`config.mk`:
```
export PLATFORM = sky130hd
export DESIGN_NAME = csa_serial_sub_flat
export DESIGN_NICKNAME = d
export VERILOG_FILES = /design/src/rtl/csa_pkg.sv /design/src/rtl/csa_serial_sub_if.sv /design/src/rtl/csa_slice4.sv /design/src/rtl/csa_serial_sub.sv /design/src/flat_wrapper.sv
export SDC_FILE = /design/constraint.sdc
export NUM_CORES = 1
export LEC_CHECK = 0
export ABC_CLOCK_PERIOD_IN_PS = 10550
export BUFFER_PORTS_ARGS = -buffer_cell sky130_fd_sc_hd__buf_4
export CAP_MARGIN = 20
export CORE_UTILIZATION = 43
export CTS_CLUSTER_DIAMETER = 200
export DETAILED_ROUTE_END_ITERATION = 6
export PLACE_DENSITY = 0.64
export SYNTH_ARGS = -nofsm -noshare
export SYNTH_HDL_FRONTEND = slang
export SYNTH_SLANG_ARGS = --single-unit
```
`constraint.sdc`:
```
create_clock -name clk -period 10.55 [get_ports clk]
set_clock_uncertainty 0.1 [all_clocks]
set_input_delay 1.055 -clock clk [delete_from_list [all_inputs] [get_ports clk]]
set_output_delay 1.055 -clock clk [all_outputs]
set_load 0.01 [all_outputs]
```
`src/rtl/csa_pkg.sv`:
```
// Shared types and constants for the serial carry-skip subtractor.
package csa_pkg;

  localparam int SLICE_W = 4;

  typedef enum logic [1:0] {
    S_IDLE,
    S_RUN,
    S_DONE
  } state_t;

  // Slice-counter width for an n-bit operand; never narrower than one bit.
  function automatic int cnt_width(input int n);
    int w;
    w = $clog2(n / SLICE_W);
    return (w < 1) ? 1 : w;
  endfunction

endpackage

```
`src/rtl/csa_serial_sub_if.sv`:
```
// Operand and result handshake bundle for csa_serial_sub.
interface csa_serial_sub_if #(
  parameter int N = 32
);

  // Both channels use valid/ready: a transfer occurs on a rising clk edge where
  // valid && ready; the producer holds valid and its data stable until then.
  logic         in_valid;
  logic         in_ready;
  logic [N-1:0] a;
  logic [N-1:0] b;
  logic         bin;
  logic         out_valid;
  logic         out_ready;
  logic [N-1:0] diff;
  logic         bout;
  logic         of;
  logic         busy;

  modport master (
    output in_valid, a, b, bin, out_ready,
    input  in_ready, out_valid, diff, bout, of, busy
  );

  modport slave (
    input  in_valid, a, b, bin, out_ready,
    output in_ready, out_valid, diff, bout, of, busy
  );

endinterface

```
`src/rtl/csa_slice4.sv`:
```
// Combinational 4-bit carry-skip adder slice: {co, s} = x + y + ci.
module csa_slice4
  import csa_pkg::*;
(
  input  logic [SLICE_W-1:0] x,
  input  logic [SLICE_W-1:0] y,
  input  logic               ci,
  output logic [SLICE_W-1:0] s,
  output logic               co
);

  logic [SLICE_W-1:0] p;
  logic [SLICE_W-1:0] g;
  logic [SLICE_W:0]   c;

  always_comb begin
    p    = x ^ y;
    g    = x & y;
    c    = '0;
    c[0] = ci;
    for (int i = 0; i < SLICE_W; i++) begin
      c[i+1] = g[i] | (p[i] & c[i]);
    end
    s  = p ^ c[SLICE_W-1:0];
    // When every bit propagates, the carry-in bypasses the ripple chain.
    co = (&p) ? ci : c[SLICE_W];
  end

endmodule

```
`src/rtl/csa_serial_sub.sv`:
```
// Iterative subtractor: diff = a - b - bin, one 4-bit carry-skip slice per clock.
module csa_serial_sub
  import csa_pkg::*;
#(
  parameter int N = 32
) (
  input  logic              clk,
  input  logic              rst,
  csa_serial_sub_if.slave   bus,
  output state_t            state
);

  localparam int              NS     = N / SLICE_W;
  localparam int              CW     = cnt_width(N);
  localparam logic [CW-1:0]   K_LAST = CW'(NS - 1);

  state_t               state_q;
  logic [N-1:0]         a_q;
  logic [N-1:0]         b_q;
  logic [N-1:0]         diff_q;
  logic                 c_q;
  logic                 bout_q;
  logic                 of_q;
  logic [CW-1:0]        k_q;

  logic [SLICE_W-1:0]   x_s;
  logic [SLICE_W-1:0]   y_s;
  logic [SLICE_W-1:0]   s_s;
  logic                 co_s;

  // Subtraction runs as a + ~b + c, with the carry seeded from ~bin.
  assign x_s = a_q[int'(k_q)*SLICE_W +: SLICE_W];
  assign y_s = ~b_q[int'(k_q)*SLICE_W +: SLICE_W];

  csa_slice4 u_slice (
    .x  (x_s),
    .y  (y_s),
    .ci (c_q),
    .s  (s_s),
    .co (co_s)
  );

  always_ff @(posedge clk) begin
    if (rst) begin
      state_q <= S_IDLE;
      a_q     <= '0;
      b_q     <= '0;
      diff_q  <= '0;
      c_q     <= 1'b0;
      bout_q  <= 1'b0;
      of_q    <= 1'b0;
      k_q     <= '0;
    end else begin
      case (state_q)
        S_IDLE: begin
          if (bus.in_valid) begin
            a_q     <= bus.a;
            b_q     <= bus.b;
            c_q     <= ~bus.bin;
            k_q     <= '0;
            state_q <= S_RUN;
          end
        end
        S_RUN: begin
          diff_q[int'(k_q)*SLICE_W +: SLICE_W] <= s_s;
          c_q <= co_s;
          if (k_q == K_LAST) begin
            // The top slice's sum bit is the final diff MSB.
            bout_q  <= ~co_s;
            of_q    <= (a_q[N-1] ^ b_q[N-1]) & (s_s[SLICE_W-1] ^ a_q[N-1]);
            state_q <= S_DONE;
          end else begin
            k_q <= k_q + 1'b1;
          end
        end
        S_DONE: begin
          if (bus.out_ready) begin
            state_q <= S_IDLE;
          end
        end
        default: state_q <= S_IDLE;
      endcase
    end
  end

  assign bus.in_ready  = (state_q == S_IDLE);
  assign bus.out_valid = (state_q == S_DONE);
  assign bus.busy      = (state_q != S_IDLE);
  assign bus.diff      = diff_q;
  assign bus.bout      = bout_q;
  assign bus.of        = of_q;
  assign state         = state_q;

endmodule

```
`src/flat_wrapper.sv`:
```
// flat-port wrapper written by rule: the top's interface ports become plain ports
module csa_serial_sub_flat import csa_pkg::*;
#(
  parameter int N = 32
)
  (clk, rst, state, bus_in_valid, bus_a, bus_b, bus_bin, bus_out_ready, bus_in_ready, bus_out_valid, bus_diff, bus_bout, bus_of, bus_busy);
  csa_serial_sub_if #(.N(N)) bus_i ();
  input  logic clk;
  input  logic rst;
  output state_t state;
  input wire logic [$bits(bus_i.in_valid)-1:0] bus_in_valid;
  input wire logic [$bits(bus_i.a)-1:0] bus_a;
  input wire logic [$bits(bus_i.b)-1:0] bus_b;
  input wire logic [$bits(bus_i.bin)-1:0] bus_bin;
  input wire logic [$bits(bus_i.out_ready)-1:0] bus_out_ready;
  output wire logic [$bits(bus_i.in_ready)-1:0] bus_in_ready;
  output wire logic [$bits(bus_i.out_valid)-1:0] bus_out_valid;
  output wire logic [$bits(bus_i.diff)-1:0] bus_diff;
  output wire logic [$bits(bus_i.bout)-1:0] bus_bout;
  output wire logic [$bits(bus_i.of)-1:0] bus_of;
  output wire logic [$bits(bus_i.busy)-1:0] bus_busy;
  assign bus_i.in_valid = bus_in_valid;
  assign bus_i.a = bus_a;
  assign bus_i.b = bus_b;
  assign bus_i.bin = bus_bin;
  assign bus_i.out_ready = bus_out_ready;
  assign bus_in_ready = bus_i.in_ready;
  assign bus_out_valid = bus_i.out_valid;
  assign bus_diff = bus_i.diff;
  assign bus_bout = bus_i.bout;
  assign bus_of = bus_i.of;
  assign bus_busy = bus_i.busy;
  csa_serial_sub #(.N(N)) u_core (.clk(clk), .rst(rst), .bus(bus_i), .state(state));
endmodule
```
After elaboration in Yosys (flattened, before gate mapping)
Index checks and enable logic that the tools add are counted.

Bitwise gates (word level): 17. Add/sub/neg operators: 2. Reductions and logical operators: 9. Shift operators: 4. Multiplexer cells: 11. Equal/unequal tests: 7.

Operators by type and width (number): $shiftx 32x6->4 (2); $neg 5->33 (1); $shift 4x33->32 const A (1); $shiftx 4x33->32 (1); $bwmux 32 (1); $xor 4x4->4 (2); $mux 2 (3); $mux 3 (2); $ne 2x2->1 const B (3); $pmux 2 s3 (1); $pmux 3 s2 (1); $reduce_and 2->1 (3); $reduce_and 3->1 (2); $and 1x1->1 (5); $and 4x4->4 (1); $not 4->4 (1); $or 1x1->1 (4); $reduce_and 4->1 (1); $reduce_bool 2->1 (2); $add 3x1->3 const B (1); $eq 3x3->1 const B (1); $eq 2x1->1 const B (1); $eq 2x2->1 const B (1); $logic_not 2->1 (1); 5 further kinds (8).

Input bits: 69. Logic and storage cells: 58. Flip-flop bits (word level): 104. Output and inout port bits: 39.

Logic depth before layout (Yosys ltp)
Gate-level depths: netlist (run 1).

Depth after elaboration: 13. Mapped depth: 12. Gate-level depth less buffers: 11.

Cells and area by module
A second synthesis (run 1) with hierarchy kept.

Cell total of the unflattened synthesis: 517. Area total of the unflattened synthesis: 4682.0 um^2.

By module, submodules not included: csa_serial_sub (seq. area each 2082.0 um^2, times used 1, area an instance 4501.8 um^2, cells an instance 498); csa_slice4 (seq. area each 0.0 um^2, times used 1, area an instance 180.2 um^2, cells an instance 19).

Worst setup path after synthesis (run 1)
OpenSTA, ideal clock, no wires.

Path type: register -> register. Start point: register u_core.k_q[0]. End point: register u_core.of_q, in the netlist u_core.bus.of. Cell stages (with the launch flop): 13. Path buffers: 1. Library setup time: 132 ps. Period minus slack after synthesis: 3428 ps. Slack: 7122 ps. Arrival time: 3196 ps. Required time: 10318 ps. Cell sequence: dfxtp_1 > buf_6 > mux4_2 > nand2_1 > and2_1 > fa_1 > inv_1 > fa_1 > fa_1 > fa_1 > nor2_1 > a221oi_1 > nor3_1.

Word-level cells in the longest chain between the ends: 12. Elaborated cells on any way between the ends: 16. Those cells by class: 1 x eq/ne; 2 x shift; 12 x bitwise; 1 x reduce/logical.

Ends and longest elaborated chain: start: declaration (line csa_serial_sub.sv:24) `logic [CW-1:0] k_q;`; start signal: assignment (line csa_serial_sub.sv:73) `k_q <= k_q + 1'b1;`; $shiftx 32x6->4 (line csa_serial_sub.sv:33) `assign y_s = ~b_q[int'(k_q)*SLICE_W +: SLICE_W];`; $not 4->4 (line csa_serial_sub.sv:33); $xor 4x4->4 (line csa_slice4.sv:17) `p = x ^ y;`; $and 1x1->1 (line csa_slice4.sv:22) `c[i+1] = g[i] | (p[i] & c[i]);`; $or 1x1->1 (line csa_slice4.sv:22); $and 1x1->1 (line csa_slice4.sv:22); $or 1x1->1 (line csa_slice4.sv:22); $and 1x1->1 (line csa_slice4.sv:22); $or 1x1->1 (line csa_slice4.sv:22); $xor 4x4->4 (line csa_slice4.sv:24) `s = p ^ c[SLICE_W-1:0];`; $xor 1x1->1 (line csa_serial_sub.sv:70) `of_q <= (a_q[N-1] ^ b_q[N-1]) & (s_s[SLICE_W-1] ^ a_q[N-1]);`; $and 1x1->1 (line csa_serial_sub.sv:70); end signal: assignment (line csa_serial_sub.sv:70); end: declaration (line csa_serial_sub.sv:23) `logic of_q;`.

Several ways; a longest one is shown, not always the timed one. A chain may end at the register's enable or synchronous reset.

Worst setup path in the final report (run 1)
Ends and elaborated chain as after synthesis.

==> flow_summary.ini, run 1 <==
[clock_network]
clock_path_buffers = 2
root_cell_of_the_clock_tree = sky130_fd_sc_hd__clkbuf_16
clock_sinks = 104
postCtsResizedCells = 0
cts_max_level = 3
postCtsSetupBuffers = 0
clkLatencyLatePin_ns = 0.34
post_cts_hold_buffer_count = 0
worst_setup_hold_path_clk_slew_ns = 0.07
tritoncts.num_buffers = 9
tritoncts = done

[worst_setup_path]
crit_path_end_kind = flip-flop
worst-setup-path-type = flip-flop to flip-flop
worst-path-max-fanout = 31
wp_data_arrival_ns = 4.26
setup.worst_path.start_class = flip-flop
cp.required_ns = 10.63

[synthesis]
synth_compound_gate_area_share_pct = 7.80
ys_seq_elements = 104
synth_adder_area_share_pct = 4.48
part_of_the_yosys_area_used_for_sequential_elements_pct = 42.8
synth_top_flop_cell = sky130_fd_sc_hd__dfxtp_1
netlist_instances = 532
synth_top_family_by_area = simple AND/OR/NAND/NOR gates
synth_area_mm2 = 0.00486
synth.mux.area_fraction_pct = 15.3
yosys.area.top_type_share_pct = 42.8
post_synth_xor_area_fraction_pct = 0
synth_async_sr_flop_share_pct = 0
synth_fp_nets = 616
yosys-top-cells-area = sky130_fd_sc_hd__dfxtp_1 43%, sky130_fd_sc_hd__nand2_1 11%, sky130_fd_sc_hd__mux2i_1 7.4%, sky130_fd_sc_hd__mux4_2 7.4%, sky130_fd_sc_hd__a21oi_1 7.1%
avgSynthCellArea_um2 = 9.14
synth-edff-count = 0
synth.distinct_cells = 38
synth_area_leader_cell = sky130_fd_sc_hd__dfxtp_1
synth_simple_gate_area_share_pct = 24.1
yosys_warnings = 0

[timing]
final-hold-violation-count = 0
fmax_mhz = 239
final.min_clock_period_ns = 4.18
tightest_slew_ns = 1.07
rsz0062_at_grt = false
final.period_utilization_pct = 39.6
hold_ws_ns = 0.353
timing.setup.tns_ns = 0
drv_slew = 0
finalSetupViolCount = 0
timing.max_slew.rel_slack_pct = 28.9

[finish]
finalNetCount = 695
antenna-diode-count = 0
final_cells = 756
flow.area_growth_from_synthesis_pct = 22.0
drive_gt1_share_pct = 25.0
final_core_util_pct = 54.2

[floorplanning]
die-height_um = 108
initial_utilization_pct = 44.5
top_level_ports = 108
row_count = 38
chipWidth_um = 108
full_die_area_mm2 = 0.0117
core_region_area_mm2 = 0.0109

[power_and_ir_drop]
irDropWorstVdd_mv = 0.102
power_leakage_nw = 2.35
power.density_mw_per_mm2 = 148
report.power.total_uw = 880

[placement]
port_buffers = 107
cell_count_after_placement = 740
post-dp-hpwl_um = 7550
gp_routability_congestion = 0.764

[grt]
pin_count_of_the_biggest_net_entering_global_routing = 114
grt_first_pass_wirelength_um = 17900
grt.overflow.total = 0
grt_antenna_before_repair = 0
grt_pass1_vias = 3698
overall_track_demand_over_capacity_in_global_routing_pct = 19.8

[drt]
routed_wirelength_um = 11000
final_ant_viol_nets = 0
routed_wire_length_per_instance_um = 14.5
remaining_drc_errors = 0
via_count = 3817
vias_per_cell = 5.05
detailedRoute.firstIterationViolations = 166
drt-pass1-iter-count = 4

[run_status]
result_of_the_run = finished, final reports clean

[job]
cap_violations = 0

[hold_path]
hold_path.class = flip-flop to flip-flop
path summary, 6_finish.rpt:
path,startpoint,to,slack (ns),cells past startpoint
setup reg to reg,u_core.k_q[0]$_SDFFE_PP0P_,u_core.bus.of$_SDFFE_PP0P_,6.37,11
setup / recovery,u_core.k_q[0]$_SDFFE_PP0P_,u_core.bus.of$_SDFFE_PP0P_,6.37,11
hold / removal,u_core.b_q[13]$_SDFFE_PP0P_,u_core.b_q[13]$_SDFFE_PP0P_,0.35,2
hold reg to reg,u_core.b_q[13]$_SDFFE_PP0P_,u_core.b_q[13]$_SDFFE_PP0P_,0.35,2
registers in the layout, summed over array words and instances, names as in the netlist:
| signal | count |
|---|---|
| u_core.bus.of | 1 |
| u_core.c_q | 1 |
| u_core.state | 2 |
| u_core.b_q | 32 |
| u_core.bus.diff | 32 |
| u_core.k_q | 3 |
| u_core.bus.bout | 1 |
| u_core.a_q | 32 |
metal layers:
layer | routed length [µm] | track usage, % | vias up
met5 | 0 | 0 | -
met1 | 5180 | 26.4 | 1780
met3 | 494 | 4.76 | 8
li1 | - | - | 1937
met4 | 86 | 3.76 | 0
met2 | 5210 | 32.8 | 92
final cells by class:
| class | instances | area, µm² |
|---|---|---|
| Clock buffer | 11 | 243 |
| Clock inverter | 5 | 56.3 |
| Fill cell | 1042 | 5010 |
| Inverter | 7 | 26.3 |
| Multi-Input combinational cell | 379 | 2520 |
| Sequential cell | 104 | 2080 |
| Tap cell | 140 | 175 |
| Timing Repair Buffer | 110 | 826 |
layout by cell type, fill, tap and decap left out, drive strengths merged, types with 5 or more instances in the layout:
master,instances
nand2,148
buf,110
dfxtp,104
a21oi,69
mux2i,36
nand2b,36
mux4,16
nand3,13
ha,11
clkbuf,11
inv,7
nor2b,5
nor2,5
and3,5
nor3,5
synthesized netlist by cell type, types with 6 or more instances:
library cell               count
sky130_fd_sc_hd__buf_2        17
sky130_fd_sc_hd__mux2i_1      36
sky130_fd_sc_hd__ha_1         11
sky130_fd_sc_hd__clkbuf_1     15
sky130_fd_sc_hd__dfxtp_1     104
sky130_fd_sc_hd__nand2b_1     35
sky130_fd_sc_hd__a21oi_1      69
sky130_fd_sc_hd__inv_1         6
sky130_fd_sc_hd__nand3_1      13
sky130_fd_sc_hd__mux4_2       16
sky130_fd_sc_hd__nand2_1     148
sky130_fd_sc_hd__buf_6         6
metrics by stage:
step	worst slack, ns	cell area (µm²)
finish	6.37	5930
global route	5.98	5930
global placement	6.42	5630
detailed placement	6.35	5630
floorplan	7.12	4860
CTS	6.34	5930
kinds of logic (layout without fill, tap and decap cells):
family          Yosys count  count (layout)
compound gates           73              73
fa+ha+maj                15              15
buf+inv                  49             133
flops                   104             104
mux                      54              54
simple gates            237             237
power by group:
group / internal (mW) / switching, mW / leakage (nW)
Sequential: 0.410 / 0.0136 / 0.849
Combinational: 0.0589 / 0.0646 / 1.36
Clock: 0.190 / 0.143 / 0.145
worst max-delay path, stage by stage, from the launching register on:
cell                       delay, ns
sky130_fd_sc_hd__dfxtp_2        0.93
sky130_fd_sc_hd__mux4_2         0.61
sky130_fd_sc_hd__nand2_1        0.09
sky130_fd_sc_hd__and2_1         0.16
sky130_fd_sc_hd__fa_1           0.17
sky130_fd_sc_hd__inv_1          0.05
sky130_fd_sc_hd__fa_1           0.43
sky130_fd_sc_hd__fa_1           0.38
sky130_fd_sc_hd__fa_1           0.68
sky130_fd_sc_hd__nor2_1         0.07
sky130_fd_sc_hd__a221oi_1       0.26
sky130_fd_sc_hd__nor3_1         0.07
(Power assumes the default switching activity.)
==> run 2, diff against run 1 <==
--- a/config.mk
+++ b/config.mk
@@ -5,13 +5,14 @@
 export SDC_FILE = /design/constraint.sdc
 export NUM_CORES = 1
 export LEC_CHECK = 0
-export ABC_CLOCK_PERIOD_IN_PS = 10550
+export ABC_AREA = 1
+export ABC_CLOCK_PERIOD_IN_PS = 3400
 export BUFFER_PORTS_ARGS = -buffer_cell sky130_fd_sc_hd__buf_4
 export CAP_MARGIN = 20
 export CORE_UTILIZATION = 43
 export CTS_CLUSTER_DIAMETER = 200
 export DETAILED_ROUTE_END_ITERATION = 6
-export PLACE_DENSITY = 0.64
+export PLACE_DENSITY = 0.66
 export SYNTH_ARGS = -nofsm -noshare
 export SYNTH_HDL_FRONTEND = slang
 export SYNTH_SLANG_ARGS = --single-unit
==> constraint.sdc (replaced) <==
create_clock -name clk -period 3.4 [get_ports clk]
set_clock_uncertainty 0.1 [all_clocks]
set_input_delay 0.34 -clock clk [delete_from_list [all_inputs] [get_ports clk]]
set_output_delay 0.34 -clock clk [all_outputs]
set_load 0.01 [all_outputs]
==> run 2 against run 1 <==
Die area is 1.6% higher; register-to-register slack worse by 6.3 ns; via count is 26% higher; design area is 6.5% higher; global-route usage is 2.4 points higher; sequential share of layout area is 2.1 points lower; largest cell class unchanged; highest routed layer unchanged.
==> flow_summary.ini, run 2 <==
[synthesis]
netlist_instances = 727
yosys_warnings = 0
yosys.area.top_type_share_pct = 42.2
ys_seq_elements = 104
avgSynthCellArea_um2 = 6.79
synth_area_mm2 = 0.00494
synth-edff-count = 0
synth.distinct_cells = 28
synth_top_flop_cell = sky130_fd_sc_hd__dfxtp_1
synth_async_sr_flop_share_pct = 0
yosys-top-cells-area = sky130_fd_sc_hd__dfxtp_1 42%, sky130_fd_sc_hd__nor2_1 18%, sky130_fd_sc_hd__o21ai_0 11%, sky130_fd_sc_hd__nand2_1 6.8%, sky130_fd_sc_hd__inv_1 3.7%
yosysMostFrequentCell = sky130_fd_sc_hd__nor2_1
synthTopCellsByCount = 238 x sky130_fd_sc_hd__nor2_1, 111 x sky130_fd_sc_hd__o21ai_0, 104 x sky130_fd_sc_hd__dfxtp_1
synth_fp_nets = 811
synth_area_leader_cell = sky130_fd_sc_hd__dfxtp_1
part_of_the_yosys_area_used_for_sequential_elements_pct = 42.2

[floorplanning]
row_count = 38
top_level_ports = 108
die-height_um = 109
chipWidth_um = 109
initial_utilization_pct = 44.8
core_region_area_mm2 = 0.0110
full_die_area_mm2 = 0.0119

[grt]
overall_track_demand_over_capacity_in_global_routing_pct = 22.2
grt_antenna_before_repair = 0
grt_pass1_vias = 4640
pin_count_of_the_biggest_net_entering_global_routing = 54
grt.overflow.total = 0
grt_first_pass_wirelength_um = 20700

[timing]
final-hold-violation-count = 0
tightest_slew_ns = 0.830
finalSetupViolCount = 0
setup_ws_ns = 0.109
final.period_utilization_pct = 96.8
timing.max_slew.rel_slack_pct = 44.6
fmax_mhz = 304
timing.setup.tns_ns = 0
rsz0062_at_grt = true
final.min_clock_period_ns = 3.29
drv_slew = 0

[drt]
routed_wirelength_um = 12400
vias_per_cell = 4.91
final_ant_viol_nets = 0
via_count = 4797
remaining_drc_errors = 0
routed_wire_length_per_instance_um = 12.7
drt-pass1-iter-count = 6
detailedRoute.firstIterationViolations = 215

[worst_setup_path]
worst-setup-path-type = flip-flop to flip-flop
regToRegStartpoint = u_core.k_q[0]$_SDFFE_PP0P_
wp_data_arrival_ns = 3.47
ff2ff_setup_slack_ns = 0.11
crit_path_end_kind = flip-flop
setup.worst_path.start_class = flip-flop
cp.required_ns = 3.58
worst-path-max-fanout = 5
worstRegToRegCells = 17
reg2reg_to = u_core.bus.diff[11]$_SDFFE_PP0P_

[finish]
finalNetCount = 915
drive_gt1_share_pct = 22.0
multi_input_comb_area_mm2 = 0.00254
most_frequent_standard_cell_in_the_layout_excluding_fill_and_tap_cells = sky130_fd_sc_hd__nor2_1
final_cells = 976
filler_cell_count = 1073
mostFrequentLayoutCells = 232 x sky130_fd_sc_hd__nor2_1, 128 x sky130_fd_sc_hd__buf_4, 104 x sky130_fd_sc_hd__o21ai_0
antenna-diode-count = 0
final_core_util_pct = 57.2
area.sequential_mm2 = 0.00209
flow.area_growth_from_synthesis_pct = 27.9

[hold_path]
worst_hold_start = rst
hold_path_endpoint = u_core.state[0]$_SDFFE_PP0P_
min_delay_path_depth = 2
hold_path.class = primary input to flip-flop

[power_and_ir_drop]
report.power.total_mw = 3.12
power_leakage_nw = 2.96
power.density_mw_per_mm2 = 494
irDropWorstVdd_mv = 0.225

[clock_network]
tritoncts = done
root_cell_of_the_clock_tree = sky130_fd_sc_hd__clkbuf_16
clock_path_buffers = 2
clkLatencyLatePin_ns = 0.34
tritoncts.num_buffers = 9
cts_max_level = 3
worst_setup_hold_path_clk_slew_ns = 0.07
post_cts_hold_buffer_count = 0
clock_sinks = 104

[placement]
post-dp-hpwl_um = 9340
cell_count_after_placement = 956
port_buffers = 107
dpl_worst_slack_ns = -0.0894
gp_routability_congestion = 0.909

[run_status]
result_of_the_run = finished, final reports clean

[job]
cap_violations = 0
run 2: cell types whose count changed in the layout (fill, tap and decap cells not counted), sizes merged, moves of 42 or more:
| cell | change |
|---|---|
| nor2 | +238 |
| o21ai | +112 |
| nand2 | -54 |
| inv | +45 |
| a21oi | -42 |
run 2: through the flow:
stage               area (µm²)  hold WS (ns)
finish                    6310        0.0715
global route              6310        0.0632
CTS                       6180        0.0671
detailed placement        5900         0.351
global placement          5900         0.346
floorplan                 4940         0.312
run 2: final cells by class:
cell class | instances | area share, %
repair buffers | 131 | 16.3
clock buffers | 10 | 3.78
well taps | 140 | 2.77
flip-flops and latches | 104 | 33.0
inverters | 54 | 3.33
multi-input cells | 531 | 40.2
clock inverters | 6 | 0.535
run 2: worst max-delay path, stage by stage (launching register included):
cell                        delay, ns
sky130_fd_sc_hd__dfxtp_4         0.39
sky130_fd_sc_hd__clkbuf_16       0.16
sky130_fd_sc_hd__nor2_2          0.10
sky130_fd_sc_hd__nor2_1          0.04
sky130_fd_sc_hd__o21ai_1         0.07
sky130_fd_sc_hd__nand2_1         0.10
sky130_fd_sc_hd__o21ai_2         0.16
sky130_fd_sc_hd__fa_2            0.22
sky130_fd_sc_hd__inv_2           0.04
sky130_fd_sc_hd__fa_2            0.34
sky130_fd_sc_hd__fa_2            0.38
sky130_fd_sc_hd__fa_2            0.61
sky130_fd_sc_hd__inv_2           0.06
sky130_fd_sc_hd__nor2_4          0.14
sky130_fd_sc_hd__nand2_2         0.06
sky130_fd_sc_hd__nor2_2          0.12
sky130_fd_sc_hd__nor2_1          0.06
sky130_fd_sc_hd__nor2_1          0.09
run 2: worst max-delay path by stage:
stage                               start                                to
3_3_place_gp   u_core.k_q[0]$_SDFFE_PP0P_  u_core.bus.diff[11]$_SDFFE_PP0P_
2_1_floorplan  u_core.k_q[1]$_SDFFE_PP0P_  u_core.bus.diff[11]$_SDFFE_PP0P_
4_1_cts        u_core.k_q[0]$_SDFFE_PP0P_  u_core.bus.diff[11]$_SDFFE_PP0P_
6_report       u_core.k_q[0]$_SDFFE_PP0P_  u_core.bus.diff[11]$_SDFFE_PP0P_
5_1_grt        u_core.k_q[0]$_SDFFE_PP0P_  u_core.bus.diff[11]$_SDFFE_PP0P_
3_5_place_dp   u_core.k_q[0]$_SDFFE_PP0P_  u_core.bus.diff[11]$_SDFFE_PP0P_
run 2: logic make-up after synthesis:
kind of cell               count (synthesis)  synth area share, %
AOI/OAI and AO/OA                        149                 15.7
and+or+nand+nor                          367                 30.1
buffers and inverters                     92                 7.68
DFF                                      104                 42.2
adders and majority gates                 15                 4.41
run 2: power by group:
group	switching (mW)	leakage, nW	total, mW	internal, mW
Clock	0.442	0.142	0.954	0.512
Combinational	0.488	1.96	0.819	0.330
Sequential	0.0508	0.855	1.35	1.30
run 2: timing repair:
item,4_1_cts,5_1_grt
setup buffers,0,3
cloned,0,2
pin swaps,0,20
endpoints found under the hold margin,0,0
gates resized for setup,5,29
endpoints found under the setup margin,4,9
run 2: per-layer routing:
metal / vias up / GRT usage, % / part of all wire, %
met4: 0 / 8.11 / 1.8
met3: 19 / 3.53 / 4.7
met2: 108 / 37.5 / 47
met1: 2153 / 28.5 / 47
li1: 2517 / - / -
met5: - / 0 / 0
